## src/rtl/mod6_counter_pkg.sv

```systemverilog
`default_nettype none
// ============================================================================
// Module   : mod6_counter_pkg
// Purpose  : Shared constants and types for the modulo-N up/down counter.
//            - DIR_UP / DIR_DOWN : encodings of the dir input
//            - DEFAULT_MODULUS   : default number of count states (6)
//            - DEFAULT_WIDTH     : default count width in bits (3)
//            - count_t           : count type at the default width
// Options  : The counter's wrap pulse is compiled in only when the macro
//            MOD6_UPDOWN_COUNTER_WRAP_EN is defined.
// Revision : 1.0 - initial release
// ============================================================================
package mod6_counter_pkg;

    localparam logic DIR_UP   = 1'b1;
    localparam logic DIR_DOWN = 1'b0;

    localparam int DEFAULT_MODULUS = 6;
    localparam int DEFAULT_WIDTH   = 3;

    typedef logic [DEFAULT_WIDTH-1:0] count_t;

endpackage : mod6_counter_pkg
`default_nettype wire

```

## src/rtl/mod6_counter_next.sv

```systemverilog
`default_nettype none
// ============================================================================
// Module   : mod6_counter_next
// Purpose  : Purely combinational next-count logic for the modulo-N up/down
//            counter. Wrapping is decided by compare against MODULUS-1 and 0,
//            never by binary overflow, so any MODULUS <= 2**WIDTH works.
// Ports    : i_q      [WIDTH-1:0] in  current count
//            i_dir                in  1 = count up, 0 = count down
//            o_q_next [WIDTH-1:0] out next count
//            o_wrap               out next step is a legal wrap
//                                     (only with MOD6_UPDOWN_COUNTER_WRAP_EN)
// Options  : MOD6_UPDOWN_COUNTER_WRAP_EN adds o_wrap.
// Revision : 1.0 - initial release
// ============================================================================
module mod6_counter_next
    import mod6_counter_pkg::*;
#(
    parameter int MODULUS = DEFAULT_MODULUS,
    parameter int WIDTH   = DEFAULT_WIDTH
) (
    input  logic [WIDTH-1:0] i_q,
    input  logic             i_dir,
    output logic [WIDTH-1:0] o_q_next
`ifdef MOD6_UPDOWN_COUNTER_WRAP_EN
   ,output logic             o_wrap
`endif
);

    localparam logic [WIDTH-1:0] c_max  = WIDTH'(MODULUS - 1);
    localparam logic [WIDTH-1:0] c_zero = '0;
    localparam logic [WIDTH-1:0] c_one  = WIDTH'(1);

    logic w_at_max;
    logic w_at_zero;
    logic w_out_of_range;

    assign w_at_max  = (i_q == c_max);
    assign w_at_zero = (i_q == c_zero);

    // When MODULUS fills the whole code space there are no illegal values;
    // skipping the compare avoids a comparison that is constant-false.
    generate
        if (MODULUS < (2 ** WIDTH)) begin : g_range_check
            assign w_out_of_range = (i_q > c_max);
        end else begin : g_range_full
            assign w_out_of_range = 1'b0;
        end
    endgenerate

    // Illegal values are recovered in one step: to 0 going up, to
    // MODULUS-1 going down, matching where a legal wrap would land.
    always_comb begin
        o_q_next = i_q;
        if (i_dir == DIR_UP) begin
            if (w_out_of_range || w_at_max) begin
                o_q_next = c_zero;
            end else begin
                o_q_next = i_q + c_one;
            end
        end else begin
            if (w_out_of_range || w_at_zero) begin
                o_q_next = c_max;
            end else begin
                o_q_next = i_q - c_one;
            end
        end
    end

`ifdef MOD6_UPDOWN_COUNTER_WRAP_EN
    // w_at_max / w_at_zero are only true for in-range values, so the
    // out-of-range recovery step never reports a wrap.
    assign o_wrap = (i_dir == DIR_UP) ? w_at_max : w_at_zero;
`endif

endmodule : mod6_counter_next
`default_nettype wire

```

## src/rtl/mod6_updown_counter.sv

```systemverilog
`default_nettype none
// ============================================================================
// Module   : mod6_updown_counter
// Purpose  : Modulo-MODULUS up/down counter (0..MODULUS-1) that steps every
//            clock it is out of reset, wrapping in either direction.
// Ports    : clk               in  rising-edge clock
//            reset             in  asynchronous active-high reset (q -> 0)
//            dir               in  1 = up, 0 = down, sampled at each edge
//            q     [WIDTH-1:0] out current count, straight from a register
//            wrap              out one-cycle pulse when q takes a wrapped
//                                  value (only with MOD6_UPDOWN_COUNTER_WRAP_EN)
// Options  : MOD6_UPDOWN_COUNTER_WRAP_EN adds the registered wrap output.
// Revision : 1.0 - initial release
// ============================================================================
module mod6_updown_counter
    import mod6_counter_pkg::*;
#(
    parameter int MODULUS = DEFAULT_MODULUS,
    parameter int WIDTH   = DEFAULT_WIDTH
) (
    input  logic             clk,
    input  logic             reset,
    input  logic             dir,
    output logic [WIDTH-1:0] q
`ifdef MOD6_UPDOWN_COUNTER_WRAP_EN
   ,output logic             wrap
`endif
);

    // Reject configurations that cannot hold the count range.
    generate
        if (MODULUS < 2) begin : g_bad_modulus
            $error("mod6_updown_counter: MODULUS must be >= 2");
        end
        if ((2 ** WIDTH) < MODULUS) begin : g_bad_width
            $error("mod6_updown_counter: WIDTH too small for MODULUS");
        end
    endgenerate

    logic [WIDTH-1:0] r_q;
    logic [WIDTH-1:0] w_q_next;

`ifdef MOD6_UPDOWN_COUNTER_WRAP_EN
    logic r_wrap;
    logic w_wrap;
`endif

    mod6_counter_next #(
        .MODULUS (MODULUS),
        .WIDTH   (WIDTH)
    ) u_next (
        .i_q      (r_q),
        .i_dir    (dir),
        .o_q_next (w_q_next)
`ifdef MOD6_UPDOWN_COUNTER_WRAP_EN
       ,.o_wrap   (w_wrap)
`endif
    );

    always_ff @(posedge clk or posedge reset) begin
        if (reset) begin
            r_q <= '0;
        end else begin
            r_q <= w_q_next;
        end
    end

    assign q = r_q;

`ifdef MOD6_UPDOWN_COUNTER_WRAP_EN
    // Registered alongside r_q so the pulse lines up with the wrapped value.
    always_ff @(posedge clk or posedge reset) begin
        if (reset) begin
            r_wrap <= 1'b0;
        end else begin
            r_wrap <= w_wrap;
        end
    end

    assign wrap = r_wrap;
`endif

endmodule : mod6_updown_counter
`default_nettype wire

```

## config.mk

```make
export PLATFORM = sky130hd
export DESIGN_NAME = mod6_updown_counter
export DESIGN_NICKNAME = d
export VERILOG_FILES = /design/src/rtl/mod6_counter_pkg.sv /design/src/rtl/mod6_counter_next.sv /design/src/rtl/mod6_updown_counter.sv
export SDC_FILE = /design/constraint.sdc
export NUM_CORES = 1
export LEC_CHECK = 0
export CAP_MARGIN = 10
export CELL_PAD_IN_SITES_DETAIL_PLACEMENT = 0
export CELL_PAD_IN_SITES_GLOBAL_PLACEMENT = 1
export CORE_AREA = 4 4 41 43
export CTS_CLUSTER_DIAMETER = 200
export DETAILED_ROUTE_END_ITERATION = 12
export DIE_AREA = 0 0 45 47
export GPL_ROUTABILITY_DRIVEN = 0
export MAX_ROUTING_LAYER = met4
export PLACE_DENSITY = 0.49
export SLEW_MARGIN = 25
export SYNTH_ARGS = -nofsm -noshare
export SYNTH_HDL_FRONTEND = slang
export SYNTH_SLANG_ARGS = --single-unit
```

## constraint.sdc

```tcl
create_clock -name clk -period 2.2 [get_ports clk]
set_input_delay 0.33 -clock clk [delete_from_list [all_inputs] [get_ports clk]]
set_output_delay 0.33 -clock clk [all_outputs]
set_load 0.02 [all_outputs]
```

== Yosys cells after proc, flatten, opt, wreduce, memory -nomap -nowiden ==
Index checks and enable logic that the tools add are counted.
Widths: inputs -> output; s select.
Storage, ports and cells
  register bits after elaboration: 3
  input port bits: 3
  output and inout port bits: 3
  logic and storage cells: 11
Operators by class
  add/sub/neg operators: 2
  order comparisons: 1
  eq/ne operators: 1
  muxes and demuxes: 3
  reduce and logical (&&, ||, !) cells: 3
Operators with widths (count)
  $mux 3: 3
  $add 3x1->3 const B: 1
  $eq 3x3->1 const B: 1
  $gt 3x3->1 const B: 1
  $logic_not 3->1: 1
  $sub 3x1->3 const B: 1
  $logic_or 1x1->1: 2

== Longest topological paths before layout ==
  word-level depth: 4
  depth in mapped cells: 5
  mapped depth without buffers: 5

== Modules after synthesis ==
Synthesis repeated with hierarchy kept, for this count alone.
Unflattened totals
  cells, all modules: 28
  area, all modules: 241.5 sq um
Modules (own cells, without submodules)
  mod6_counter_next: times used 1, cells each 24, area each 162.7 sq um, seq. area each 0.0 sq um
  mod6_updown_counter: times used 1, cells each 4, area each 78.8 sq um, seq. area each 75.1 sq um

== Worst setup path after synthesis ==
OpenSTA, ideal clock, no wires.
  path kind: flip-flop to flip-flop
  from: register r_q[1], in the netlist q[1]
  to: register r_q[1], in the netlist q[1]
  setup time: 0.084 ns
  data arrival time: 1.353 ns
  data required time: 2.116 ns
  slack: 0.763 ns
  cell stages (with the launch flop): 5
  path buffers: 0
  period minus slack after synthesis: 1.437 ns
  path through: dfrtp_1 > inv_1 > ha_1 > o31a_1 > o22ai_1
Between the ends
  longest elaborated chain between the ends: 4
  elaborated cells on any way between the ends: 10
  classes of those cells: 2 x add/sub; 1 x order compare; 1 x eq/ne; 3 x mux; 3 x reduce/logical
RTL lines
  start: declaration: RTL line mod6_updown_counter.sv:40  | logic [WIDTH-1:0] r_q;
  start signal: assignment: RTL line mod6_updown_counter.sv:64  | r_q <= w_q_next;
  $gt 3x3->1, or another cell as far along: RTL line mod6_counter_next.sv:44  | assign w_out_of_range = (i_q > c_max);
  $logic_or 1x1->1, on equally long branches: RTL line mod6_counter_next.sv:61, mod6_counter_next.sv:55
  $mux 3, on equally long branches: RTL line mod6_counter_next.sv:61, mod6_counter_next.sv:55
  $mux 3 (*): RTL line mod6_counter_next.sv:54  | if (i_dir == DIR_UP) begin
  net u_next.o_q_next[1]: RTL line mod6_counter_next.sv:23  | output logic [WIDTH-1:0] o_q_next
The timed path passes the listed nets; every way through them passes the cells marked *.

== Worst setup path in the final report ==
  from: register r_q[1], in the netlist q[1]
  to: output port q[1]
RTL lines
  end: declaration: RTL line mod6_updown_counter.sv:24  | output logic [WIDTH-1:0] q
No word-level cell between the ends.

==> results.sh <==
export IMPL_finalSetupTns_ps=0
export IMPL_layout_common_cells="5 x inv_1, 5 x clkdlybuf4s50_1, 4 x ha_1"
export IMPL_synth_seq_cells=3
export IMPL_syn_cell_area_um2=251
export IMPL_vdd_drop_max_mv=0.413
export IMPL_rows=13
export IMPL_grt_max_degree=10
export IMPL_worstMarginPinSlew_ps=395
export IMPL_grt_pass1_vias=245
export IMPL_dr_pass1_iters=2
export IMPL_drv_slew=0
export IMPL_cap_violations=0
export IMPL_hold_buffers=0
export IMPL_slowest_delay_ps=640
export IMPL_avgRoutedWirePerCell_um=11.2
export IMPL_finalNonFillerCells=51
export IMPL_syn_area_per_cell_um2=8.98
export IMPL_path_cells="clkdlybuf4s50_1"
export IMPL_die_w_um=45
export IMPL_cts_root_buffer="clkbuf_4"
export IMPL_slowest_stage="clkdlybuf4s50_1"
export IMPL_dr_first_iter_drc_count=5
export IMPL_startpoint_type="flop"
export IMPL_antenna_found_initial=0
export IMPL_ant_nets=0
export IMPL_p_per_area_nw_per_um2=1600
export IMPL_remaining_drc_errors=0
export IMPL_initial_core_util_pct=19.3
export IMPL_grt_pass1_wl_um=1080
export IMPL_grt_usage_pct=7.84
export IMPL_synth_cell_types=15
export IMPL_dieArea_um2=2120
export IMPL_yosysSeqAreaShare_pct=29.9
export IMPL_post_place_cells=47
export IMPL_synth_cells=28
export IMPL_fin_crit_ps=1640
export IMPL_crit_fanout=6
export IMPL_cts_sinks=3
export IMPL_coreArea_um2=1300
export IMPL_port_buffers=5
export IMPL_h_tree_depth=1
export IMPL_num_vias=238
export IMPL_finalHoldViolCount=0
export IMPL_hpwl_um=462
export IMPL_cp_arrival_ps=1310
export IMPL_critPathBufInv=1
export IMPL_routed_wl_um=569
export IMPL_finalSetupViolCount=0
export IMPL_fin_nets=44
export IMPL_p_leak_uw=0.000148
export IMPL_clockBufferDepth=2
export IMPL_skew_ps=0.165
export IMPL_synthesis_nets=35
export IMPL_setup_ws_ps=560
export IMPL_antenna_cells=0
export IMPL_worst_ep_required_time_ps=1870
export IMPL_overflow=0
export IMPL_hp_class="input port to asynchronous set/reset pin"
export IMPL_largest_register_ffs=3
export IMPL_path_clk_slew_ps=30
export IMPL_drive_above_1_share_pct=11.1
export IMPL_path_class="flop to primary output"
export IMPL_numCtsBuffers=3
export IMPL_relSlewSlack_pct=73.3
export IMPL_hold_slack_ps=260
export IMPL_area_growth_syn_to_layout_pct=33.3
export IMPL_end_kind="primary output"
export IMPL_fin_util_pct=25.8
export IMPL_cts_resized=0
export IMPL_viasPerCell=4.67
export IMPL_status="complete, no violations"
export IMPL_cts_tree="yes"
export IMPL_cp_top_family="buffers and inverters"
export IMPL_period_share_pct=74.5
export IMPL_clk_latency_ps=230
export IMPL_fmax_ghz=0.610
export IMPL_rsz0062_at_grt="false"
export IMPL_place_ws_ps=692
export IMPL_die_y_um=47
export IMPL_yosys_warnings=0
export IMPL_io_pins=6
export IMPL_cts_setup_buffers=0
==> power breakdown <==
group / internal [uW] / leakage [uW] / switching (uW)
registers: 84.8 / 0.0000359 / 39.8
clock network: 67.9 / 0.0000150 / 28.2
logic: 146 / 0.0000974 / 168
total: 299 / 0.000148 / 236
==> cells by family after synthesis <==
logic type / synth area share (%)
buffers and inverters: 11.9
DFF: 29.8
and+or+nand+nor: 14.4
adders and majority gates: 19.9
AOI/OAI and AO/OA: 23.9
==> per-layer routing <==
metal  vias to the layer above  wire, um  track usage (%)
met2                         6       280             11.3
met4                         0        18             8.77
met1                       113       247             7.97
met5                         -         0                -
li1                        117         -                -
met3                         2        23             2.30
==> final timing paths <==
kind | to | cells after the start | slack [ps] | startpoint
setup / recovery | q[1] | 1 | 560 | q[1]
hold / removal | q[1] | 2 | 260 | reset
setup reg to reg | q[2] | 5 | 730 | q[1]
hold reg to reg | q[1] | 1 | 580 | q[2]
max in group asynchronous | q[2] | 2 | 1810 | reset
min in group clk | q[1] | 1 | 580 | q[2]
==> through the flow <==
step / area (um^2) / total power (uW)
after detailed placement: 309 / 439
after global routing: 335 / 598
after global placement: 309 / 434
final: 335 / 536
after CTS: 335 / 541
after floorplan: 251 / 329
==> Yosys cell counts <==
cell      instances  share of area (%)
a21oi_1           2                4.0
a311o_2           1                4.5
buf_6             1                4.5
dfrtp_1           3                 30
ha_1              4                 20
inv_1             5                7.5
nand2_1           1                1.5
nand3b_1          1                3.0
nor2b_1           1                2.5
nor3_1            2                4.0
nor4b_1           1                3.5
o21ai_0           3                6.0
o22ai_1           1                2.5
o311ai_0          1                3.5
o31a_1            1                3.5
==> final cells by class <==
class | instances | area, um^2
Tap cell | 15 | 18.8
Sequential cell | 3 | 75.1
Multi-Input combinational cell | 19 | 146
Clock buffer | 4 | 26.3
Timing Repair Buffer | 5 | 50.0
Fill cell | 148 | 966
Inverter | 5 | 18.8
No activity file was read; power rests on OpenSTA's default activity.
